===== src/rtl/uart_pkg.sv =====
// Shared types and constants for the UART transmit arbiter and its frame timer.
package uart_pkg;

  localparam int FRAME_BITS = 10;

  typedef enum logic [1:0] {
    IDLE = 2'd0,
    SEND = 2'd1,
    WAIT = 2'd2
  } arb_state_t;

  // One start bit, eight data bits and one stop bit, each lasting one baud period.
  function automatic int frame_cycles(input int clk_freq, input int uart_bps);
    return FRAME_BITS * (clk_freq / uart_bps);
  endfunction

endpackage


===== src/rtl/uart_frame_timer.sv =====
// Counts the clock cycles of one serial frame; done flags the final cycle of the frame.
module uart_frame_timer
  import uart_pkg::*;
#(
  parameter int UART_BPS = 'd9600,
  parameter int CLK_FREQ = 'd50_000_000
) (
  input  logic sys_clk,
  input  logic sys_rst,
  input  logic start,
  input  logic clear,
  output logic done
);

  localparam int FRAME_CYCLES = frame_cycles(CLK_FREQ, UART_BPS);
  localparam int CNT_W = $clog2(FRAME_CYCLES);
  localparam logic [CNT_W-1:0] LAST = CNT_W'(FRAME_CYCLES - 1);

  logic [CNT_W-1:0] cnt_q;
  logic [CNT_W-1:0] cnt_d;

  // Saturate at the last frame cycle so an idle timer never wraps.
  always_comb begin
    cnt_d = cnt_q;
    if (clear) begin
      cnt_d = '0;
    end else if (start && (cnt_q != LAST)) begin
      cnt_d = cnt_q + 1'b1;
    end
  end

  always_ff @(posedge sys_clk or posedge sys_rst) begin
    if (sys_rst) begin
      cnt_q <= '0;
    end else begin
      cnt_q <= cnt_d;
    end
  end

  assign done = (cnt_q == LAST);

endmodule


===== src/rtl/uart_tx_arb.sv =====
// Round-robin arbiter feeding two byte requesters into one UART transmitter,
// holding off further grants until the current serial frame has gone out.
module uart_tx_arb
  import uart_pkg::*;
#(
  parameter int UART_BPS = 'd9600,
  parameter int CLK_FREQ = 'd50_000_000
) (
  input  logic       sys_clk,
  input  logic       sys_rst,
  input  logic [7:0] req0_data,
  input  logic       req0_valid,
  output logic       req0_ready,
  input  logic [7:0] req1_data,
  input  logic       req1_valid,
  output logic       req1_ready,
  output logic [7:0] po_data,
  output logic       po_flag,
  output logic       po_id,
  output logic       busy
);

  arb_state_t state_q;
  arb_state_t state_d;
  logic [7:0] po_data_q;
  logic [7:0] po_data_d;
  logic       po_id_q;
  logic       po_id_d;
  logic       last_grant_q;
  logic       last_grant_d;
  logic       grant_vld;
  logic       grant_id;
  logic       timer_start;
  logic       timer_clear;
  logic       frame_done;

  // Arbitration: contention goes to whoever was not served last.
  always_comb begin
    grant_vld = 1'b0;
    grant_id  = 1'b0;
    if ((state_q == IDLE) && !sys_rst) begin
      if (req0_valid && req1_valid) begin
        grant_vld = 1'b1;
        grant_id  = ~last_grant_q;
      end else if (req0_valid) begin
        grant_vld = 1'b1;
      end else if (req1_valid) begin
        grant_vld = 1'b1;
        grant_id  = 1'b1;
      end
    end
  end

  assign req0_ready = grant_vld & ~grant_id;
  assign req1_ready = grant_vld & grant_id;

  always_ff @(posedge sys_clk or posedge sys_rst) begin
    if (sys_rst) begin
      state_q <= IDLE;
    end else begin
      state_q <= state_d;
    end
  end

  always_comb begin
    state_d = state_q;
    unique case (state_q)
      IDLE:    if (grant_vld) state_d = SEND;
      SEND:    state_d = WAIT;
      WAIT:    if (frame_done) state_d = IDLE;
      default: state_d = IDLE;
    endcase
  end

  always_comb begin
    po_flag     = (state_q == SEND);
    busy        = (state_q != IDLE);
    timer_clear = (state_q == SEND);
    timer_start = (state_q == WAIT);
  end

  always_comb begin
    po_data_d    = po_data_q;
    po_id_d      = po_id_q;
    last_grant_d = last_grant_q;
    if (grant_vld) begin
      po_data_d    = grant_id ? req1_data : req0_data;
      po_id_d      = grant_id;
      last_grant_d = grant_id;
    end
  end

  // last_grant resets to 1 so requester 0 wins the first contention.
  always_ff @(posedge sys_clk or posedge sys_rst) begin
    if (sys_rst) begin
      po_data_q    <= 8'h00;
      po_id_q      <= 1'b0;
      last_grant_q <= 1'b1;
    end else begin
      po_data_q    <= po_data_d;
      po_id_q      <= po_id_d;
      last_grant_q <= last_grant_d;
    end
  end

  assign po_data = po_data_q;
  assign po_id   = po_id_q;

  uart_frame_timer #(
    .UART_BPS(UART_BPS),
    .CLK_FREQ(CLK_FREQ)
  ) u_frame_timer (
    .sys_clk(sys_clk),
    .sys_rst(sys_rst),
    .start  (timer_start),
    .clear  (timer_clear),
    .done   (frame_done)
  );

endmodule

===== config.mk =====
export PLATFORM = sky130hd
export DESIGN_NAME = uart_tx_arb
export DESIGN_NICKNAME = d
export VERILOG_FILES = /design/src/rtl/uart_pkg.sv /design/src/rtl/uart_frame_timer.sv /design/src/rtl/uart_tx_arb.sv
export SDC_FILE = /design/constraint.sdc
export NUM_CORES = 1
export LEC_CHECK = 0
export ABC_AREA = 1
export BUFFER_PORTS_ARGS = -buffer_cell sky130_fd_sc_hd__buf_2
export CAP_MARGIN = 40
export CORE_AREA = 2 2 61 63
export DETAILED_ROUTE_END_ITERATION = 10
export DIE_AREA = 0 0 63 65
export GPL_TIMING_DRIVEN = 0
export PLACE_DENSITY = 0.73
export SLEW_MARGIN = 20
export SYNTH_ARGS = -nofsm -noshare
export SYNTH_HDL_FRONTEND = slang
export SYNTH_SLANG_ARGS = --single-unit

===== constraint.sdc =====
create_clock -name sys_clk -period 1.4 [get_ports sys_clk]
set_input_delay 0.28 -clock sys_clk [delete_from_list [all_inputs] [get_ports sys_clk]]
set_output_delay 0.28 -clock sys_clk [all_outputs]
set_load 0.005 [all_outputs]

# After elaboration in Yosys (flattened, before gate mapping)
# Index checks and enable logic that the tools add are counted.
[op_classes]
add_sub_neg = 1
eq_ne = 6
n_mux = 13
n_bitwise = 4
n_reduce_logical = 8
[op_table]
columns = ["cell", "n"]
rows = [
  ["two-way mux 16 bit", 2],
  ["adder 16 x 1 -> 16 bit, second input constant", 1],
  ["== test 16 bit, second input constant", 1],
  ["inequality test 16 bit, second input constant", 1],
  ["two-way mux 8 bit", 1],
  ["two-way mux 1 bit", 7],
  ["case mux 2 bit (3 select lines)", 1],
  ["two-way mux 2 bit", 2],
  ["inequality test 2 bit, second input constant", 2],
  ["nonzero test 2 bit", 2],
  ["logical AND 1 bit", 3],
  ["bitwise AND 1 bit", 2],
  ["== test 2 x 1 -> 1 bit, second input constant", 1],
  ["== test 2 bit, second input constant", 1],
  ["zero test 2 bit", 1],
  ["NOT 1 bit", 2],
  ["AND reduction 2 bit", 1],
  ["zero test 1 bit", 1],
]
[word_totals]
reg_bits = 28
input_bits = 20
out_inout_bits = 13
word_cells = 37

# Logic depth before layout (Yosys ltp)
# Gate-level depths: netlist of the first run.
[depth]
ltp_word = 6
mapped_depth = 11
mapped_depth_nobuf = 11

# Modules after synthesis
# Synthesis of the first run repeated with hierarchy kept, for this count alone.
[hier_totals]
hier_cells = 229
hier_area_um2 = 1749.2
[modules_own_cells]
columns = ["mod", "instances", "cells_each", "area_per_inst_um2", "seq_area_each_um2"]
rows = [
  ["uart_frame_timer", 1, 160, 1089.8, 400.4],
  ["uart_tx_arb", 1, 69, 659.4, 301.5],
]

# Worst setup path before layout of the first run
# No wires, ideal clock.
[synth_timing]
path_type = "register -> register"
startpoint = "register u_frame_timer.cnt_q[0]"
endpoint = "register u_frame_timer.cnt_q[11]"
setup_time_ns = 0.116
t_arrival_ns = 1.319
required_ns = 1.284
slack_ns = -0.035
stages_incl_launch_ff = 12
path_buffers = 0
period_less_slack_ns = 1.435
cell_sequence = "dfrtp_1 -> ha_1 -> nand2_2 -> clkinv_2 -> nand2_2 -> nor2_4 -> nand2_4 -> nand2_4 -> inv_1 -> nand2_1 -> nand2_1 -> nand2_1"
[synth_between]
elab_chain_cells = 3
elab_cells_between_ends = 6
classes_between = "add/sub (1); eq/ne (1); mux (2); reduce/logical (2)"
[synth_rtl]
columns = ["element", "line", "text"]
rows = [
  ["start, declared", "uart_frame_timer.sv:19", "logic [CNT_W-1:0] cnt_q;"],
  ["start signal, assigned", "uart_frame_timer.sv:36", "cnt_q <= cnt_d;"],
  ["adder 16 x 1 -> 16 bit or inequality test 16 bit (tied branches)", "uart_frame_timer.sv:28, uart_frame_timer.sv:27", ""],
  ["two-way mux 16 bit or logical AND 1 bit (tied branches)", "uart_frame_timer.sv:27", "end else if (start && (cnt_q != LAST)) begin"],
  ["two-way mux 16 bit or nonzero test 2 bit (tied branches)", "-", ""],
]
# Several ways; a longest one is shown, not always the timed one. The select of a mux whose other input is x is not followed.
# A chain may end at the register's enable or synchronous reset.

# Worst setup path in the final report of the first run
[layout_timing]
startpoint = "register state_q[1]"
endpoint = "output port req0_ready"
[layout_between]
elab_chain_cells = 5
elab_cells_between_ends = 6
classes_between = "mux (2); bitwise (2); reduce/logical (2)"
[layout_rtl]
columns = ["element", "line", "text"]
rows = [
  ["start, declared", "uart_tx_arb.sv:23", "arb_state_t state_q;"],
  ["start signal, assigned", "uart_tx_arb.sv:61", "state_q <= state_d;"],
  ["zero test 2 bit (*)", "uart_tx_arb.sv:41", "if ((state_q == IDLE) && !sys_rst) begin"],
  ["logical AND 1 bit (*)", "uart_tx_arb.sv:41", ""],
  ["two-way mux 1 bit", "uart_tx_arb.sv:41", ""],
  ["NOT 1 bit", "uart_tx_arb.sv:54", "assign req0_ready = grant_vld & ~grant_id;"],
  ["bitwise AND 1 bit (*)", "uart_tx_arb.sv:54", ""],
  ["end, declared", "uart_tx_arb.sv:13", "output logic req0_ready,"],
]
# Every way passes the cells marked *; elsewhere a longest branch is shown, timed or not.

==> results.sh, run 1 <==
export IMPL_ios=33
export IMPL_switchingPower_mw=1.350
export IMPL_rr_worst_depth=11
export IMPL_finalWorstSetupSlack_ps=-289.0
export IMPL_cts_buffers=3
export IMPL_holdWs_ps=10.10
export IMPL_yosys_warnings=0
export IMPL_hold_viol=0
export IMPL_globalRouteOverflowTotal=0
export IMPL_final_common_cell="nand2_1"
export IMPL_gp_congestion=0.8461
export IMPL_clock_path_buffers=2
export IMPL_die_area_um2=4095
export IMPL_clock_latency_ps=340
export IMPL_cts_tree="yes"
export IMPL_place_inst=303
export IMPL_ys_seq_area_frac=0.4329
export IMPL_rrSetupSlack_ps=-70
export IMPL_grt_pass1_wl_mm=6.610
export IMPL_n_antenna_cell=0
export IMPL_relSlewSlack=0.5931
export IMPL_outcome="complete, but fails checks"
export IMPL_worstSetupStartpointType="register"
export IMPL_slowest_stage="dfrtp_1"
export IMPL_wirelength_mm=4.061
export IMPL_placed_area_um2=1859
export IMPL_hpwl_mm=2.580
export IMPL_netlist_area_um2=1622
export IMPL_crit_family="flip-flops"
export IMPL_wire_per_inst_um=12.46
export IMPL_hold_class="in -> async"
export IMPL_fin_skew_ps=7.686
export IMPL_coreArea_um2=3496
export IMPL_io_buffer_count=32
export IMPL_setup_viol=12
export IMPL_cts_hold_buf=0
export IMPL_synth_top_area_frac=0.4167
export IMPL_vdd_drop_max_mv=1.120
export IMPL_syn_inst=222
export IMPL_worst_path_buf_inv=4
export IMPL_row_count=22
export IMPL_via_per_inst=5.015
export IMPL_sw_frac_of_total=0.4047
export IMPL_clkSinkCount=28
export IMPL_nNetsFinal=300
export IMPL_clockPowerShare=0.111
export IMPL_final_util=0.6546
export IMPL_grt_usage=0.2008
export IMPL_die_w_um=63
export IMPL_leakage_nw=1.171
export IMPL_ant_nets=0
export IMPL_rsz0062_at_grt="true"
export IMPL_dr_first_iter_drc_count=40
export IMPL_critPathMaxFanout=2
export IMPL_synthTopCellsByArea="dfrtp_1, nand2_1, nand3_1"
export IMPL_maxCapViolations=0
export IMPL_die_h_um=65
export IMPL_grt_pass1_vias=1558
export IMPL_slowest_delay_ps=440
export IMPL_crit_cells=8
export IMPL_drc=0
export IMPL_synth_largest_area_cell="dfrtp_1"
export IMPL_final_cells=326
export IMPL_htree_levels=1
export IMPL_synth_fp_nets=243
export IMPL_critPathRequiredTime_ps=1120
export IMPL_power_frac_seq=0.362
export IMPL_fin_crit_sh=1.206
export IMPL_synth_cell_types=27
export IMPL_synth_seq_cells=28
export IMPL_antenna_found_initial=0
export IMPL_regToRegEndpoint="u_frame_timer.cnt_q[12]"
export IMPL_violations="setup timing"
export IMPL_fmax_ghz=0.5921
export IMPL_grt_max_degree=16
export IMPL_first_pass_iters=5
export IMPL_finalCriticalPeriod_ps=1689
export IMPL_p_comb_frac=0.527
export IMPL_worstPathCellList="inv_2, nand2_4, nor2_4, o21ai_2, inv_1, nand2_2, inv_4, buf_6"
export IMPL_root_buffer="clkbuf_4"
export IMPL_area_growth_pct=41.13
export IMPL_r2r_start="u_frame_timer.cnt_q[1]"
export IMPL_path_class="reg -> out"
export IMPL_internal_power_mw=1.986
export IMPL_cp_startpoint="state_q[1]"
export IMPL_drive_gt1_frac=0.4137
export IMPL_design_area_um2=2288
export IMPL_num_vias=1635
export IMPL_cp_end_kind="output port"
export IMPL_cellPowerDensity_nw_per_um2=1458
export IMPL_start_util=0.4639
export IMPL_synth_avg_cell_area_um2=7.304
export IMPL_final_cell_mix="nand2_1, buf_2, dfrtp_1, nand3_1, buf_4"
export IMPL_maxSlewViolCount=0
export IMPL_cts_reportedPaths_clkPinSlew_ps=160
export IMPL_crit_arrival_ps=1410
export IMPL_worst_pin_slew_ps=609.7
-- logic make-up (layout without fill, tap and decap cells) --
logic type | after synthesis | count (layout) | synth area share
AND/OR/NAND/NOR | 158 | 158 | 0.4421
flip-flops | 28 | 28 | 0.4329
buffers and inverters | 26 | 82 | 0.07175
XOR/XNOR | 5 | 5 | 0.02700
AO/OA/AOI/OAI | 4 | 4 | 0.01852
adder cells (fa/ha/maj) | 1 | 1 | 0.007715
-- power groups by stage --
stage               clock (mW)  combinational [mW]  sequential (mW)
finish                   0.371                1.76             1.21
global route             0.388                1.91             1.23
CTS                      0.365                1.45             1.18
detailed placement           0                1.09             1.19
global placement             0                1.05             1.20
floorplan                    0               0.707             1.19
-- final cells by class --
cell class | instances | area [um^2]
timing repair buffer | 53 | 369.1
multi-input combinational | 168 | 992.2
tap | 48 | 60.06
inverter | 23 | 106.4
fill | 308 | 1207
clock buffer | 4 | 26.28
sequential | 28 | 703.2
buffer | 2 | 31.28
-- through the flow --
step	power, mW	setup slack (ps)	setup TNS [ps]
2_1_floorplan	1.900	20.27	0
6_report	3.336	-289.0	-1079
3_3_place_gp	2.250	-144.3	-959.5
4_1_cts	2.991	-276.1	-1102
5_1_grt	3.535	-361.8	-2388
3_5_place_dp	2.287	-154.5	-1307
-- registers in the layout (all words and copies together) (netlist names) --
| register | cells |
|---|---|
| po_data | 8 |
| po_id | 1 |
| last_grant_q | 1 |
| u_frame_timer.cnt_q | 16 |
| state_q | 2 |
-- cells in the mapped netlist (all sizes together) --
cell / instances
a21boi: 1
and2: 1
buf: 2
clkbuf: 1
clkinv: 4
dfrtp: 27
dfstp: 1
ha: 1
inv: 19
nand2: 88
nand3: 33
nand4: 8
nor2: 26
nor3: 1
o21ai: 3
or2: 1
xnor2: 1
xor2: 4
-- per-layer routing --
layer	vias to the layer above	track usage	routed length [um]
met4	0	0.08333	83
met3	8	0.02083	174
li1	816	-	-
met2	50	0.3537	2068
met5	-	0	0
met1	761	0.2514	1735
-- repair_timing --
| action | 4_1_cts | 5_1_grt |
|---|---|---|
| buffers inserted | 11 | 8 |
| cloned | 1 | 0 |
| resized for setup | 23 | 47 |
| endpoints found under the setup margin | 19 | 29 |
| pin swaps | 7 | 19 |
-- how the worst max path moves through the flow --
stage                         endpoint  slack (ps)
2_1_floorplan  u_frame_timer.cnt_q[12]          20
3_3_place_gp                req0_ready        -140
3_5_place_dp                req0_ready        -150
4_1_cts                     req1_ready        -280
5_1_grt                     req0_ready        -360
6_report                    req0_ready        -290
Note: power is estimated with default switching activity, not from simulation.
==> inputs of run 2 (changes only) <==
--- a/config.mk
+++ b/config.mk
@@ -8,11 +8,13 @@
 export ABC_AREA = 1
 export BUFFER_PORTS_ARGS = -buffer_cell sky130_fd_sc_hd__buf_2
 export CAP_MARGIN = 40
-export CORE_AREA = 2 2 61 63
+export CELL_PAD_IN_SITES_DETAIL_PLACEMENT = 1
+export CELL_PAD_IN_SITES_GLOBAL_PLACEMENT = 2
+export CORE_AREA = 2 2 81 83
 export DETAILED_ROUTE_END_ITERATION = 10
-export DIE_AREA = 0 0 63 65
+export DIE_AREA = 0 0 83 85
 export GPL_TIMING_DRIVEN = 0
-export PLACE_DENSITY = 0.73
+export PLACE_DENSITY_LB_ADDON = 0.1
 export SLEW_MARGIN = 20
 export SYNTH_ARGS = -nofsm -noshare
 export SYNTH_HDL_FRONTEND = slang
==> run 2 against run 1 <==
  * The flow still finishes with violations (setup timing)
  * Largest power group unchanged
  * Highest routed layer unchanged
  * Hold slack improved by 82 ps
  * Sequential power barely moved
  * Non-clock buffer count is 4 lower
  * Flip-flop and latch count did not move
  * Register-to-register slack got worse by 40 ps
  * Sequential share of layout area grew 0.59 points
==> results.sh, run 2 (synthesis gave the netlist of run 1 again) <==
export IMPL_outcome="complete, but fails checks"
export IMPL_violations="setup timing"
export IMPL_die_area_um2=7055
export IMPL_nNetsFinal=296
export IMPL_clock_path_buffers=2
export IMPL_crit_family="buffers and inverters"
export IMPL_hold_viol=0
export IMPL_setup_tns_ps=-1259
export IMPL_fin_crit_sh=1.129
export IMPL_post_place_ws_ps=-196.8
export IMPL_num_vias=1571
export IMPL_slowest_delay_ps=410
export IMPL_wire_per_inst_um=12.82
export IMPL_gp_congestion=0.7133
export IMPL_coreArea_um2=6205
export IMPL_rr_worst_depth=8
export IMPL_finalWorstSetupSlack_ps=-180.8
export IMPL_critPathMaxFanout=2
export IMPL_cellPowerDensity_nw_per_um2=1553
export IMPL_clkSinkCount=28
export IMPL_cts_buffers=3
export IMPL_worst_path_buf_inv=5
export IMPL_clock_latency_ps=280
export IMPL_area_growth_pct=39.20
export IMPL_finalCriticalPeriod_ps=1581
export IMPL_start_util=0.2613
export IMPL_slowest_stage="dfrtp_1"
export IMPL_fin_skew_ps=3.010
export IMPL_die_h_um=85
export IMPL_worstSetupStartpointType="register"
export IMPL_fillers=771
export IMPL_path_class="reg -> out"
export IMPL_ant_nets=0
export IMPL_grt_usage=0.1382
export IMPL_crit_top_cell="buf_4"
export IMPL_place_inst=331
export IMPL_cts_reportedPaths_clkPinSlew_ps=110
export IMPL_io_buffer_count=32
export IMPL_htree_levels=1
export IMPL_vdd_drop_max_mv=0.6695
export IMPL_regToRegEndpoint="u_frame_timer.cnt_q[7]"
export IMPL_globalRouteOverflowTotal=0
export IMPL_grt_pass1_wl_mm=7.983
export IMPL_hold_class="in -> async"
export IMPL_grt_pass1_vias=1714
export IMPL_first_pass_iters=4
export IMPL_dr_first_iter_drc_count=20
export IMPL_relSlewSlack=0.5840
export IMPL_ios=33
export IMPL_critPathRequiredTime_ps=1120
export IMPL_largest_reg_flops=16
export IMPL_crit_arrival_ps=1300
export IMPL_wirelength_mm=4.499
export IMPL_rsz0062_at_grt="true"
export IMPL_drc=0
export IMPL_cts_tree="yes"
export IMPL_worst_pin_slew_ps=623.0
export IMPL_rrSetupSlack_ps=-110
export IMPL_root_buffer="clkbuf_8"
export IMPL_setup_viol=15
export IMPL_grt_max_degree=29
export IMPL_regMostFlops="u_frame_timer.cnt_q"
export IMPL_n_antenna_cell=0
export IMPL_row_count=29
export IMPL_final_cell_mix="nand2_1, nand3_1, buf_2, dfrtp_1, nor2_1"
export IMPL_via_per_inst=4.476
export IMPL_leakage_nw=1.162
export IMPL_maxSlewViolCount=0
export IMPL_final_cells=351
export IMPL_maxCapViolations=0
export IMPL_antenna_found_initial=0
export IMPL_final_common_cell="nand2_1"
export IMPL_cp_end_kind="output port"
export IMPL_die_w_um=83
export IMPL_fmax_ghz=0.6326
export IMPL_drive_gt1_frac=0.3686
export IMPL_hpwl_mm=3.229
export IMPL_worstPathCellList="inv_2, nand2_4, buf_4, buf_4, buf_4, buf_6"
export IMPL_final_util=0.3638
export IMPL_r2r_start="state_q[1]"
==> run 2: cell type report <==
cell class                 count  area [um^2]  area share
tap                           77        96.34     0.04268
inverter                      23        103.9     0.04601
multi-input combinational    168        919.6      0.4074
timing repair buffer          48        330.3      0.1463
sequential                    28        706.9      0.3132
clock buffer                   3        41.29     0.01829
clock inverter                 1        30.03     0.01330
buffer                         3        28.78     0.01275
==> run 2: through the flow <==
stage	area, um^2	power (mW)	hold WS [ps]
3_3_place_gp	1881	2.317	450.4
2_1_floorplan	1624	1.900	344.7
4_1_cts	2153	3.426	125.6
5_1_grt	2257	3.801	144.2
3_5_place_dp	1881	2.323	423.9
6_report	2257	3.506	92.04
==> run 2: how the worst max path moves through the flow <==
| stage | start | endpoint | slack [ps] | depth (start not counted) |
|---|---|---|---|---|
| CTS | state_q[0] | req0_ready | -230 | 8 |
| detailed placement | state_q[1] | req0_ready | -200 | 7 |
| global route | state_q[0] | req0_ready | -250 | 8 |
| finish | state_q[0] | busy | -180 | 6 |
| global placement | state_q[1] | req0_ready | -200 | 7 |
| floorplan | u_frame_timer.cnt_q[1] | u_frame_timer.cnt_q[12] | 20 | 11 |
==> run 2: report_power, final <==
part | internal (mW) | switching (mW)
logic | 0.771 | 0.860
registers | 1.04 | 0.169
clock network | 0.383 | 0.281
==> run 2: per-layer routing <==
metal | share of wire | wire (um) | track usage
met1 | 0.48 | 2168 | 0.1752
met2 | 0.48 | 2172 | 0.2515
met3 | 0.026 | 117 | 0.01751
met4 | 0.0087 | 39 | 0.03130
met5 | 0 | 0 | 0
==> run 2: timing repair <==
action                     in CTS  in global routing
setup buffers                  13                  4
pin swaps                       6                 11
hold endpoints to repair        0                  0
gates resized for setup        27                 25
hold buffers                    0                  0
gates cloned                    1                  0
setup endpoints to repair      26                 31
==> inputs of run 3 (changes only) <==
--- a/config.mk
+++ b/config.mk
@@ -5,14 +5,13 @@
 export SDC_FILE = /design/constraint.sdc
 export NUM_CORES = 1
 export LEC_CHECK = 0
-export ABC_AREA = 1
 export BUFFER_PORTS_ARGS = -buffer_cell sky130_fd_sc_hd__buf_2
 export CAP_MARGIN = 40
 export CELL_PAD_IN_SITES_DETAIL_PLACEMENT = 1
 export CELL_PAD_IN_SITES_GLOBAL_PLACEMENT = 2
-export CORE_AREA = 2 2 81 83
+export CORE_AREA = 2 2 73 75
 export DETAILED_ROUTE_END_ITERATION = 10
-export DIE_AREA = 0 0 83 85
+export DIE_AREA = 0 0 75 77
 export GPL_TIMING_DRIVEN = 0
 export PLACE_DENSITY_LB_ADDON = 0.1
 export SLEW_MARGIN = 20
==> run 3 against run 2 <==
  * The flow still finishes with violations (setup timing)
  * Largest power group unchanged
  * Via count is 16% lower
  * Design area rose by 0.61%
  * Count of clock-buffer cells in the layout up 1
  * First-iteration DRC count is 60% higher
  * Critical path depth fell by 1
  * Die area down 18%
  * Utilization rose by 9.2 points
==> results.sh, run 3 <==
export IMPL_cp_end_kind="output port"
export IMPL_synth_cell_types=36
export IMPL_maxSlewViolCount=0
export IMPL_synth_most_common_cell="dfrtp_1"
export IMPL_fin_crit_sh=1.178
export IMPL_r2r_start="u_frame_timer.cnt_q[1]"
export IMPL_clkSinkCount=28
export IMPL_rsz0062_at_grt="true"
export IMPL_synth_avg_cell_area_um2=10.48
export IMPL_ant_nets=0
export IMPL_die_h_um=77
export IMPL_grt_max_degree=29
export IMPL_synth_compound_area_frac=0.1436
export IMPL_synth_top_area_frac=0.4671
export IMPL_grt_pass1_vias=1356
export IMPL_crit_arrival_ps=1370
export IMPL_synth_fp_nets=159
export IMPL_nNetsFinal=224
export IMPL_ys_seq_area_frac=0.4853
export IMPL_syn_inst=138
export IMPL_setup_viol=15
export IMPL_critPathMaxFanout=3
export IMPL_slowest_delay_ps=450
export IMPL_cts_hold_buf=0
export IMPL_violations="setup timing"
export IMPL_synth_edf_count=0
export IMPL_die_area_um2=5775
export IMPL_start_util=0.2906
export IMPL_synth_top_family_by_area="simple AND/OR/NAND/NOR gates"
export IMPL_cts_buffers=3
export IMPL_finalWorstSetupSlack_ps=-249.6
export IMPL_muxShareOfSynthArea=0.06228
export IMPL_wire_per_inst_um=15.68
export IMPL_clock_latency_ps=280
export IMPL_io_buffer_count=32
export IMPL_root_buffer="clkbuf_8"
export IMPL_cts_tree="yes"
export IMPL_grt_pass1_wl_mm=6.796
export IMPL_worstPathCellList="nor3_4, o21ai_2, a21o_2, inv_1, buf_2"
export IMPL_ys_top_cells_by_count="dfrtp_1, nand2_1, inv_1"
export IMPL_drc=0
export IMPL_leakage_nw=1.131
export IMPL_hold_class="in -> async"
export IMPL_fin_skew_ps=2.844
export IMPL_finalCriticalPeriod_ps=1650
export IMPL_path_class="reg -> out"
export IMPL_htree_levels=1
export IMPL_grt_usage=0.1512
export IMPL_worstSetupStartpointType="register"
export IMPL_die_w_um=75
export IMPL_synth_xor_area_frac=0.01211
export IMPL_cellPowerDensity_nw_per_um2=1351
export IMPL_final_util=0.4563
export IMPL_hold_viol=0
export IMPL_crit_cells=5
export IMPL_dr_first_iter_drc_count=32
export IMPL_synthTopCellsByArea="dfrtp_1, mux2i_1, nand2_1"
export IMPL_gp_congestion=0.7355
export IMPL_synth_largest_area_cell="dfrtp_1"
export IMPL_antenna_found_initial=0
export IMPL_relSlewSlack=0.5776
export IMPL_rrSetupSlack_ps=-180
export IMPL_via_per_inst=4.835
export IMPL_crit_family="flip-flops"
export IMPL_drive_gt1_frac=0.5693
export IMPL_ios=33
export IMPL_cts_reportedPaths_clkPinSlew_ps=100
export IMPL_vdd_drop_max_mv=0.5813
export IMPL_regMostFlops="u_frame_timer.cnt_q"
export IMPL_fmax_ghz=0.6062
export IMPL_coreArea_um2=4977
export IMPL_area_growth_pct=57.01
export IMPL_clock_path_buffers=2
export IMPL_num_vias=1315
export IMPL_slowest_stage="dfrtp_2"
export IMPL_yosys_warnings=0
export IMPL_maxCapViolations=0
export IMPL_rr_worst_depth=6
export IMPL_row_count=26
export IMPL_async_reset_ff_frac=1.000
export IMPL_wirelength_mm=4.266
export IMPL_final_common_cell="buf_2"
export IMPL_hpwl_mm=2.601
export IMPL_first_pass_iters=4
export IMPL_largest_reg_flops=16
export IMPL_worst_pin_slew_ps=632.7
export IMPL_regToRegEndpoint="u_frame_timer.cnt_q[0]"
export IMPL_yosys_area_share_adder=0.008651
export IMPL_critPathRequiredTime_ps=1120
export IMPL_yosys_area_share_simple=0.2362
export IMPL_outcome="complete, but fails checks"
export IMPL_synth_seq_cells=28
export IMPL_final_cell_mix="buf_2, buf_4, nand2_1, dfrtp_1, inv_1"
export IMPL_n_antenna_cell=0
export IMPL_netlist_area_um2=1446
export IMPL_synth_ff_type="dfrtp_1"
export IMPL_globalRouteOverflowTotal=0
export IMPL_finalPower_mw=3.068
export IMPL_worst_path_buf_inv=2
-- run 3: changes by cell type after synthesis, sizes merged, moves of 5 or more --
cell	change
mux2i	+9
inv	-5
o21ai	+6
nand2	-71
nor2	-21
a22oi	+8
nand3	-28
-- run 3: how the worst max path moves through the flow --
stage,start,end
2_1_floorplan,u_frame_timer.cnt_q[1],state_q[1]
3_3_place_gp,u_frame_timer.cnt_q[0],state_q[1]
3_5_place_dp,state_q[0],po_data[4]
4_1_cts,state_q[0],req0_ready
5_1_grt,state_q[0],req0_ready
6_report,state_q[0],req0_ready
-- run 3: routing by layer --
layer	routed length [um]	global-route usage	share of wire
met1	1729	0.1915	0.41
met2	2341	0.2623	0.55
met3	125	0.02102	0.029
met4	70	0.04107	0.016
met5	0	0	0
-- run 3: repair_timing --
item / 4_1_cts / 5_1_grt
setup buffers: 15 / 16
pin swaps: 14 / 13
resized for setup: 43 / 31
setup endpoints to repair: 28 / 28
-- run 3: layout make-up --
cell class / instances / area, um^2
Clock buffer: 4 / 45.04
Buffer: 3 / 47.55
Fill cell: 558 / 2706
Timing Repair Buffer: 62 / 444.2
Inverter: 14 / 55.05
Multi-Input combinational cell: 91 / 877.1
Tap cell: 70 / 87.58
Sequential cell: 28 / 714.4
-- run 3: power breakdown --
| part | internal (mW) | total, mW | leakage, nW | switching (mW) |
|---|---|---|---|---|
| sequential | 1.03 | 1.23 | 0.352 | 0.197 |
| combinational | 0.758 | 1.37 | 0.756 | 0.609 |
| clock | 0.205 | 0.471 | 0.0228 | 0.267 |
-- run 3: cell families (layout without fill, tap and decap cells) --
logic type,Yosys count,count (layout)
AO/OA/AOI/OAI,30,30
XOR/XNOR,2,2
adder cells (fa/ha/maj),1,1
buffers and inverters,19,83
flip-flops,28,28
multiplexers,9,9
AND/OR/NAND/NOR,49,49
-- run 3: per-stage QoR --
stage	std cells	hold WS, ps	area, um^2	worst slack, ps	TNS [ps]
after floorplan	138	344.5	1470	-21.65	-31.82
after global placement	240	461.4	1718	-209.0	-3387
after detailed placement	240	421.5	1718	-281.4	-4099
after CTS	258	131.6	2043	-262.8	-2154
after global routing	272	139.9	2271	-317.3	-3039
final	272	98.98	2271	-249.6	-1737
